===== src/rtl/lc3b_types.sv =====
// Shared types for the LC-3b pipeline memory stage.
package lc3b_types;

    typedef enum logic [2:0] {
        NONE = 3'd0,
        LDW  = 3'd1,
        LDB  = 3'd2,
        STW  = 3'd3,
        STB  = 3'd4,
        LDI  = 3'd5,
        STI  = 3'd6
    } lc3b_mem_op;

    typedef enum logic [1:0] {
        IDLE = 2'd0,
        PTR  = 2'd1,
        ACC  = 2'd2,
        DONE = 2'd3
    } mem_stage_state_t;

    function automatic logic is_load(lc3b_mem_op op);
        return (op == LDW) || (op == LDB) || (op == LDI);
    endfunction

    function automatic logic is_store(lc3b_mem_op op);
        return (op == STW) || (op == STB) || (op == STI);
    endfunction

endpackage


===== src/rtl/line_word_select.sv =====
// Picks the addressed 16-bit word and zero-extended byte from a cache line.
module line_word_select #(
    parameter int LINE_BITS = 128
) (
    input  logic [LINE_BITS-1:0]             i_line,
    input  logic [$clog2(LINE_BITS/8)-1:0]   i_addr,
    output logic [15:0]                      o_word,
    output logic [15:0]                      o_byte
);
    localparam int OFFB = $clog2(LINE_BITS/8);

    logic [OFFB-2:0] w_idx;

    assign w_idx  = i_addr[OFFB-1:1];
    assign o_word = i_line[16*w_idx +: 16];
    assign o_byte = i_addr[0] ? {8'h00, o_word[15:8]}
                              : {8'h00, o_word[7:0]};
endmodule


===== src/rtl/mem_access_stage.sv =====
// Pipeline memory stage: loads, stores, indirect access, next-PC select.
// Define MEM_STAGE_INDIRECT_EN to give LDI/STI a pointer-fetch phase.
module mem_access_stage
    import lc3b_types::*;
#(
    parameter int LINE_BITS = 128,
    parameter int ADDR_BITS = 16
) (
    input  logic                   clk,
    input  logic                   rst_n,
    input  logic                   valid_in,
    input  lc3b_mem_op             mem_op,
    input  logic [ADDR_BITS-1:0]   addr_in,
    input  logic [15:0]            wdata_in,
    input  logic [15:0]            pc_br,
    input  logic [15:0]            pc_j,
    input  logic [1:0]             newpc_sel,
    input  logic                   dmem_resp,
    input  logic [LINE_BITS-1:0]   dmem_rdata,
    output logic                   dmem_read,
    output logic                   dmem_write,
    output logic [ADDR_BITS-1:0]   dmem_address,
    output logic [LINE_BITS-1:0]   dmem_wdata,
    output logic [LINE_BITS/8-1:0] dmem_byte_enable,
    output logic                   stall,
    output logic                   done,
    output logic [15:0]            load_data,
    output logic [15:0]            pc_out
);
    localparam int OFFB = $clog2(LINE_BITS/8);

    mem_stage_state_t r_state;
    mem_stage_state_t w_next;
    lc3b_mem_op       r_op;
    logic [ADDR_BITS-1:0] r_addr;
    logic [15:0]      r_wdata;
    logic [15:0]      r_load_data;
    logic [15:0]      w_word;
    logic [15:0]      w_byte;
    logic [15:0]      w_st_word;
    logic             w_accept;
    logic             w_indirect;

    assign w_accept = valid_in && (mem_op != NONE);

`ifdef MEM_STAGE_INDIRECT_EN
    assign w_indirect = (mem_op == LDI) || (mem_op == STI);
`else
    assign w_indirect = 1'b0;
`endif

    line_word_select #(
        .LINE_BITS (LINE_BITS)
    ) u_sel (
        .i_line (dmem_rdata),
        .i_addr (r_addr[OFFB-1:0]),
        .o_word (w_word),
        .o_byte (w_byte)
    );

    always_ff @(posedge clk or negedge rst_n) begin
        if (!rst_n) begin
            r_state     <= IDLE;
            r_op        <= NONE;
            r_addr      <= '0;
            r_wdata     <= '0;
            r_load_data <= '0;
        end else begin
            r_state <= w_next;
            if (r_state == IDLE && w_accept) begin
                r_op    <= mem_op;
                r_addr  <= addr_in;
                r_wdata <= wdata_in;
            end
`ifdef MEM_STAGE_INDIRECT_EN
            if (r_state == PTR && dmem_resp)
                r_addr <= ADDR_BITS'(w_word);
`endif
            if (r_state == ACC && dmem_resp && is_load(r_op))
                r_load_data <= (r_op == LDB) ? w_byte : w_word;
        end
    end

    always_comb begin
        w_next       = r_state;
        dmem_read    = 1'b0;
        dmem_write   = 1'b0;
        dmem_address = r_addr;
        stall        = 1'b0;
        done         = 1'b0;
        unique case (r_state)
            IDLE: begin
                if (w_accept) begin
                    // Gated so stall reads 0 while reset is held.
                    stall  = rst_n;
                    w_next = w_indirect ? PTR : ACC;
                end
            end
`ifdef MEM_STAGE_INDIRECT_EN
            PTR: begin
                dmem_read    = 1'b1;
                dmem_address = {r_addr[ADDR_BITS-1:1], 1'b0};
                stall        = 1'b1;
                if (dmem_resp)
                    w_next = ACC;
            end
`endif
            ACC: begin
                dmem_read  = is_load(r_op);
                dmem_write = is_store(r_op);
                stall      = 1'b1;
                if (dmem_resp)
                    w_next = DONE;
            end
            DONE: begin
                done   = 1'b1;
                w_next = IDLE;
            end
            default: w_next = IDLE;
        endcase
    end

    // Byte stores duplicate the byte so either lane of the word carries it.
    assign w_st_word  = (r_op == STB) ? {2{r_wdata[7:0]}} : r_wdata;
    assign dmem_wdata = {(LINE_BITS/16){w_st_word}};

    always_comb begin
        dmem_byte_enable = '0;
        if (dmem_write) begin
            if (r_op == STB) begin
                dmem_byte_enable[r_addr[OFFB-1:0]] = 1'b1;
            end else begin
                dmem_byte_enable[{r_addr[OFFB-1:1], 1'b0}] = 1'b1;
                dmem_byte_enable[{r_addr[OFFB-1:1], 1'b1}] = 1'b1;
            end
        end
    end

    assign load_data = r_load_data;

    always_comb begin
        pc_out = load_data;
        unique case (newpc_sel)
            2'd0:    pc_out = pc_j;
            2'd1:    pc_out = pc_br;
            default: pc_out = load_data;
        endcase
    end

endmodule


===== config.mk =====
export PLATFORM = sky130hd
export DESIGN_NAME = mem_access_stage
export DESIGN_NICKNAME = d
export VERILOG_FILES = /design/src/rtl/lc3b_types.sv /design/src/rtl/line_word_select.sv /design/src/rtl/mem_access_stage.sv
export SDC_FILE = /design/constraint.sdc
export NUM_CORES = 1
export LEC_CHECK = 0
export ABC_AREA = 0
export BUFFER_PORTS_ARGS = -buffer_cell sky130_fd_sc_hd__buf_2
export CAP_MARGIN = 0
export CELL_PAD_IN_SITES_DETAIL_PLACEMENT = 1
export CELL_PAD_IN_SITES_GLOBAL_PLACEMENT = 1
export CORE_AREA = 2 2 154 156
export CTS_CLUSTER_DIAMETER = 30
export DETAILED_ROUTE_END_ITERATION = 7
export DIE_AREA = 0 0 156 158
export HOLD_SLACK_MARGIN = 0.06
export PLACE_DENSITY = 0.64
export SLEW_MARGIN = 5
export SYNTH_ARGS = -nofsm -noshare
export SYNTH_HDL_FRONTEND = slang
export SYNTH_SLANG_ARGS = --single-unit

===== constraint.sdc =====
create_clock -name clk -period 5.45 [get_ports clk]
set_clock_uncertainty 0.15 [all_clocks]
set_input_delay 1.635 -clock clk [delete_from_list [all_inputs] [get_ports clk]]
set_output_delay 1.635 -clock clk [all_outputs]
set_load 0.02 [all_outputs]

==> impl_metrics.py, run 1 <==
metrics = {
    "logic_synthesis": {
        "avgSynthCellArea_um2": 10.3,
        "synth_top_area_frac": 0.287,
        "synthTopCellsByArea": "dfrtp_1 (29%), buf_4 (20%), mux2i_1 (8.7%), mux4_2 (8.3%), mux2_1 (6.8%)",
        "synth_fa_ha_area_frac": 0,
        "synth_area_um2": 4630,
        "synth-compound-area-share": 0.119,
        "syn_nets": 649,
        "async_flop_share": 1.00,
        "muxShareOfSynthArea": 0.274,
        "synth.distinct_cells": 42,
        "post-synth-top-count-cell": "buf_4",
        "synthTopCellsByCount": "buf_4 (123), dfrtp_1 (53), mux2i_1 (40)",
        "ys_seq_elements": 53,
        "ys_warn_count": 0,
        "synth_xor_area_frac": 0,
        "synth_top_area_cell": "dfrtp_1",
        "synth_edf_count": 0,
        "synthFlopType": "dfrtp_1",
        "synth_top_family_by_area": "multiplexers",
        "syn_inst": 448,
        "ys_seq_area_frac": 0.287,
        "synthSimpleGateAreaFrac": 0.0843,
    },
    "routing": {
        "drc_errors": 0,
        "wl_per_cell_um": 17.5,
        "vias": 4362,
        "wl_mm": 17.6,
        "avgViaCountPerCell": 4.35,
        "drt-pass1-iter-count": 4,
        "ant_nets": 0,
        "drtIter0Drc": 108,
    },
    "floorplanning": {
        "num_io_pins": 397,
        "dieArea_um2": 24600,
        "start_util": 0.201,
        "placementRows": 56,
        "die_w_um": 156,
        "die_h_um": 158,
        "core-area_um2": 23100,
    },
    "worst_setup_path": {
        "timing.rr.end": "load_data[3]",
        "worstPathRequired_ns": 3.67,
        "start_kind": "primary input",
        "crit_fanout": 16,
        "cp-startpoint": "newpc_sel[0]",
        "worstSetupEndpoint": "pc_out[9]",
        "rrSetupSlack_ns": 2.73,
        "r2r_cells": 4,
        "critPathArrivalTime_ns": 2.61,
        "endpoint_kind": "output pin",
        "rr_startpoint": "dmem_address[1]",
        "critPathKind": "in -> out",
    },
    "cts": {
        "cts_made_buffers": 5,
        "cts_resized": 0,
        "cts_tree": "done",
        "cts_buffer_depth": 2,
        "cts-root-buf": "clkbuf_16",
        "clk_latency_ns": 0.31,
        "clock_sinks": 53,
        "htree_levels": 2,
        "cts_hold_buffers": 0,
        "clk_pin_slew_worst_paths_ns": 0.07,
        "postCtsSetupBuffers": 0,
    },
    "power_and_ir_drop": {
        "netSwitchingFraction": 0.561,
        "power.switching_uw": 2360,
        "clkPwrFrac": 0.081,
        "p_seq_frac": 0.199,
        "power_density_nw_per_um2": 691,
        "ir_drop_v": 0.000420,
        "combPwrFrac": 0.720,
        "p_int_uw": 1840,
        "p_leak_uw": 0.00315,
    },
    "grt": {
        "antenna_found_initial": 1,
        "grt_use_total": 0.133,
        "grt_max_degree": 54,
        "grt_pass1_vias": 4300,
        "overflow": 0,
        "grt_pass1_wl_mm": 24.8,
    },
    "place": {
        "gp_congestion": 0.701,
        "dpl.hpwl_mm": 14.6,
        "placed_area_um2": 5920,
        "dp_slack_ns": 0.998,
        "port_buffers": 396,
    },
    "timing": {
        "fin_crit_sh": 0.806,
        "setup_ws_ns": 1.06,
        "fmax_ghz": 0.228,
        "rsz0062_at_grt": "no",
        "finalSetupViolations": 0,
        "final-hold-violation-count": 0,
        "tns_ns": 0,
        "slew_headroom": 0.476,
        "tightest_slew_ns": 0.786,
        "period_needed_ns": 4.39,
        "drv_slew": 0,
    },
    "hold_path": {
        "hp-class": "reg -> reg",
        "worstHoldStart": "dmem_address[11]",
    },
    "final_layout": {
        "final_area_um2": 6070,
        "fin_nets": 912,
        "drive_gt1_frac": 0.642,
        "area_growth_pct": 31.2,
    },
    "status": {
        "status": "complete, no violations",
    },
    "job": {
        "cap_violations": 0,
    },
}
## final cells by class
class	count	area (um2)
Inverter	1	3.75
Antenna cell	1	2.50
Fill cell	2844	17000
Sequential cell	53	1330
Multi-Input combinational cell	249	2210
Clock buffer	5	125
Tap cell	290	363
Timing Repair Buffer	401	2020
Clock inverter	3	25.0
## how the worst min path moves through the flow
stage / endpoint / slack [ns] / depth (start not counted)
after global placement: dmem_address[12] / 0.31 / 1
after global routing: dmem_address[4] / 0.36 / 1
final: dmem_address[11] / 0.33 / 1
after floorplan: r_wdata[10] / 0.30 / 1
after detailed placement: dmem_address[11] / 0.32 / 1
after CTS: dmem_address[11] / 0.34 / 1
## per-stage QoR
stage / std cells / hold WS, ns / utilization / total power (uW)
after floorplan: 448 / 0.304 / - / 3560
final: 1003 / 0.331 / 0.263 / 4200
after detailed placement: 994 / 0.321 / 0.257 / 3930
after global routing: 1002 / 0.358 / 0.263 / 4480
after global placement: 994 / 0.314 / 0.257 / 3890
after CTS: 1002 / 0.340 / 0.263 / 4300
## layer usage
layer,routed length [um],GRT usage,vias up
li1,-,-,2019
met1,6580,0.147,2099
met2,9450,0.261,238
met3,1410,0.0287,6
met4,140,0.0262,0
met5,0,0,-
## worst max-delay path, stage by stage
cell and delay, ns:
buf_2 0.39, mux2i_1 0.14, o21ai_0 0.23, buf_2 0.21
## logic make-up after synthesis
family | count (synthesis)
DFF | 53
muxes | 100
AOI/OAI and AO/OA | 70
buffers and inverters | 146
and+or+nand+nor | 79
## flip-flops by register name, summed over array words and instances, names as in the netlist
name	count
dmem_address	16
r_wdata	16
load_data	16
r_op	3
r_state	2
## layout by cell type (no fill, tap or decap), types with 4 or more instances in the layout
cell	netlist	layout
a221oi_1	14	14
a221oi_2	7	7
buf_2	10	396
buf_4	123	5
clkbuf_16	0	5
dfrtp_1	53	52
mux2_1	28	28
mux2_2	15	15
mux2i_1	40	40
mux4_2	17	17
nand2_1	28	28
nand2b_1	4	4
nor2_1	28	28
o21a_1	8	8
o21ai_0	21	21
o21ai_1	8	8
o221a_1	6	6
## power by group through the flow
stage	Sequential (uW)	Combinational (uW)	Clock (uW)
floorplan	896	2660	0
global placement	845	3050	0
detailed placement	852	3070	0
CTS	845	3080	370
global route	881	3220	376
finish	834	3020	342
(Power assumes the default switching activity.)
==> run 2: changes to the inputs <==
--- a/config.mk
+++ b/config.mk
@@ -10,10 +10,10 @@
 export CAP_MARGIN = 0
 export CELL_PAD_IN_SITES_DETAIL_PLACEMENT = 1
 export CELL_PAD_IN_SITES_GLOBAL_PLACEMENT = 1
-export CORE_AREA = 2 2 154 156
+export CORE_AREA = 2 2 155 157
 export CTS_CLUSTER_DIAMETER = 30
 export DETAILED_ROUTE_END_ITERATION = 7
-export DIE_AREA = 0 0 156 158
+export DIE_AREA = 0 0 157 159
 export HOLD_SLACK_MARGIN = 0.06
 export PLACE_DENSITY = 0.64
 export SLEW_MARGIN = 5
==> constraint.sdc (replaced) <==
create_clock -name clk -period 4.5 [get_ports clk]
set_clock_uncertainty 0.15 [all_clocks]
set_input_delay 1.35 -clock clk [delete_from_list [all_inputs] [get_ports clk]]
set_output_delay 1.35 -clock clk [all_outputs]
set_load 0.02 [all_outputs]
==> impl_metrics.py, run 2 (synthesis gave the netlist of run 1 again) <==
metrics = {
    "cts": {
        "htree_levels": 2,
        "cts_buffer_depth": 2,
        "cts_made_buffers": 5,
        "cts_tree": "done",
        "clk_pin_slew_worst_paths_ns": 0.07,
        "cts-root-buf": "clkbuf_16",
        "postCtsSetupBuffers": 0,
        "clk_latency_ns": 0.30,
        "cts_resized": 0,
        "clock_sinks": 53,
        "cts_hold_buffers": 0,
    },
    "routing": {
        "route.met2.wl_mm": 9.69,
        "vias": 4371,
        "drc_errors": 0,
        "top_layer": "met4",
        "wl_met3_mm": 1.55,
        "drt-pass1-iter-count": 4,
        "drtIter0Drc": 142,
        "wl_per_cell_um": 17.6,
        "drt-met1-wl_mm": 6.68,
        "wl_mm": 18.1,
        "ant_nets": 0,
        "avgViaCountPerCell": 4.24,
    },
    "status": {
        "status": "complete, no violations",
    },
    "floorplanning": {
        "num_io_pins": 397,
        "start_util": 0.200,
        "die_h_um": 159,
        "core-area_um2": 23200,
        "dieArea_um2": 25000,
        "placementRows": 56,
        "die_w_um": 157,
    },
    "timing": {
        "fmax_ghz": 0.259,
        "setup_ws_ns": 0.639,
        "tns_ns": 0,
        "period_needed_ns": 3.86,
        "fin_crit_sh": 0.858,
        "finalSetupViolations": 0,
        "slew_headroom": 0.490,
        "rsz0062_at_grt": "no",
        "tightest_slew_ns": 0.766,
        "final-hold-violation-count": 0,
        "drv_slew": 0,
    },
    "final_layout": {
        "layout.cells.most_common": "buf_2",
        "diodes": 0,
        "area_growth_pct": 32.6,
        "drive_gt1_frac": 0.641,
        "final_area_um2": 6140,
        "layout_common_cells": "buf_2 (396), dfrtp_1 (52), mux2i_1 (40)",
        "num-fill-cells": 2854,
        "fin_nets": 913,
    },
    "place": {
        "port_buffers": 396,
        "gp_congestion": 0.744,
        "placed_area_um2": 5960,
        "dp_slack_ns": 0.624,
        "dpl.hpwl_mm": 15.1,
    },
    "worst_setup_path": {
        "worstPathRequired_ns": 3.00,
        "endpoint_kind": "output pin",
        "critPathKind": "in -> out",
        "crit_fanout": 2,
        "critPathArrivalTime_ns": 2.36,
        "start_kind": "primary input",
    },
    "grt": {
        "overflow": 0,
        "antenna_found_initial": 1,
        "grt_pass1_vias": 4357,
        "grt_max_degree": 54,
        "grt_use_total": 0.135,
        "grt_pass1_wl_mm": 25.4,
    },
    "power_and_ir_drop": {
        "ir_drop_v": 0.000537,
        "total_power_uw": 5150,
        "p_leak_uw": 0.00317,
        "power_density_nw_per_um2": 840,
    },
    "hold_path": {
        "hp-class": "reg -> reg",
    },
    "job": {
        "cap_violations": 0,
    },
}
run 2: cell types whose count changed in the layout (fill, tap and decap cells not counted), sizes merged:
cell      previous run  this run
inv                  2         0
clkinvlp             1         0
diode                1         0
bufinv               0         1
clkbuf               5         7
buf                401       402
run 2: path summary, 6_finish.rpt:
kind	startpoint	endpoint	slack [ns]	cells after the start
max reg2reg	dmem_address[1]	load_data[4]	1.91	5
min reg2reg	dmem_address[8]	dmem_address[8]	0.33	1
min in group asynchronous	rst_n	r_wdata[4]	1.07	2
max in group asynchronous	rst_n	load_data[0]	2.59	2
max	mem_op[1]	stall	0.64	5
min	dmem_address[8]	dmem_address[8]	0.33	1
run 2: through the flow:
stage	hold WS [ns]	util	cells
floorplan	0.304	-	448
finish	0.331	0.265	1032
global route	0.348	0.265	1032
CTS	0.337	0.265	1032
detailed placement	0.320	0.257	1024
global placement	0.315	0.257	1024
run 2: cell type report:
| class | count | area (um2) | area share |
|---|---|---|---|
| clock buffers | 7 | 143 | 0.0232 |
| clock inverters | 1 | 30.0 | 0.00489 |
| repair buffers | 402 | 2030 | 0.330 |
| flip-flops and latches | 53 | 1330 | 0.216 |
| inverters | 1 | 3.75 | 0.000612 |
| well taps | 319 | 399 | 0.0650 |
| multi-input cells | 249 | 2210 | 0.360 |
run 2: routing by layer:
metal,track usage,vias to the layer above
met2,0.265,254
met5,0,-
met4,0.0288,0
met1,0.144,2096
li1,-,2011
met3,0.0299,10
run 2: where the power goes:
group,switching (uW),internal (uW),total [uW]
logic,2390,1320,3710
clock network,191,279,470
registers,270,710,980
total,2850,2300,5150
run 2: worst max-delay path, cell delays in order:
cell and delay, ns:
buf_2 0.10, or3_1 0.38, a31oi_1 0.28, nor2_1 0.06, buf_2 0.18
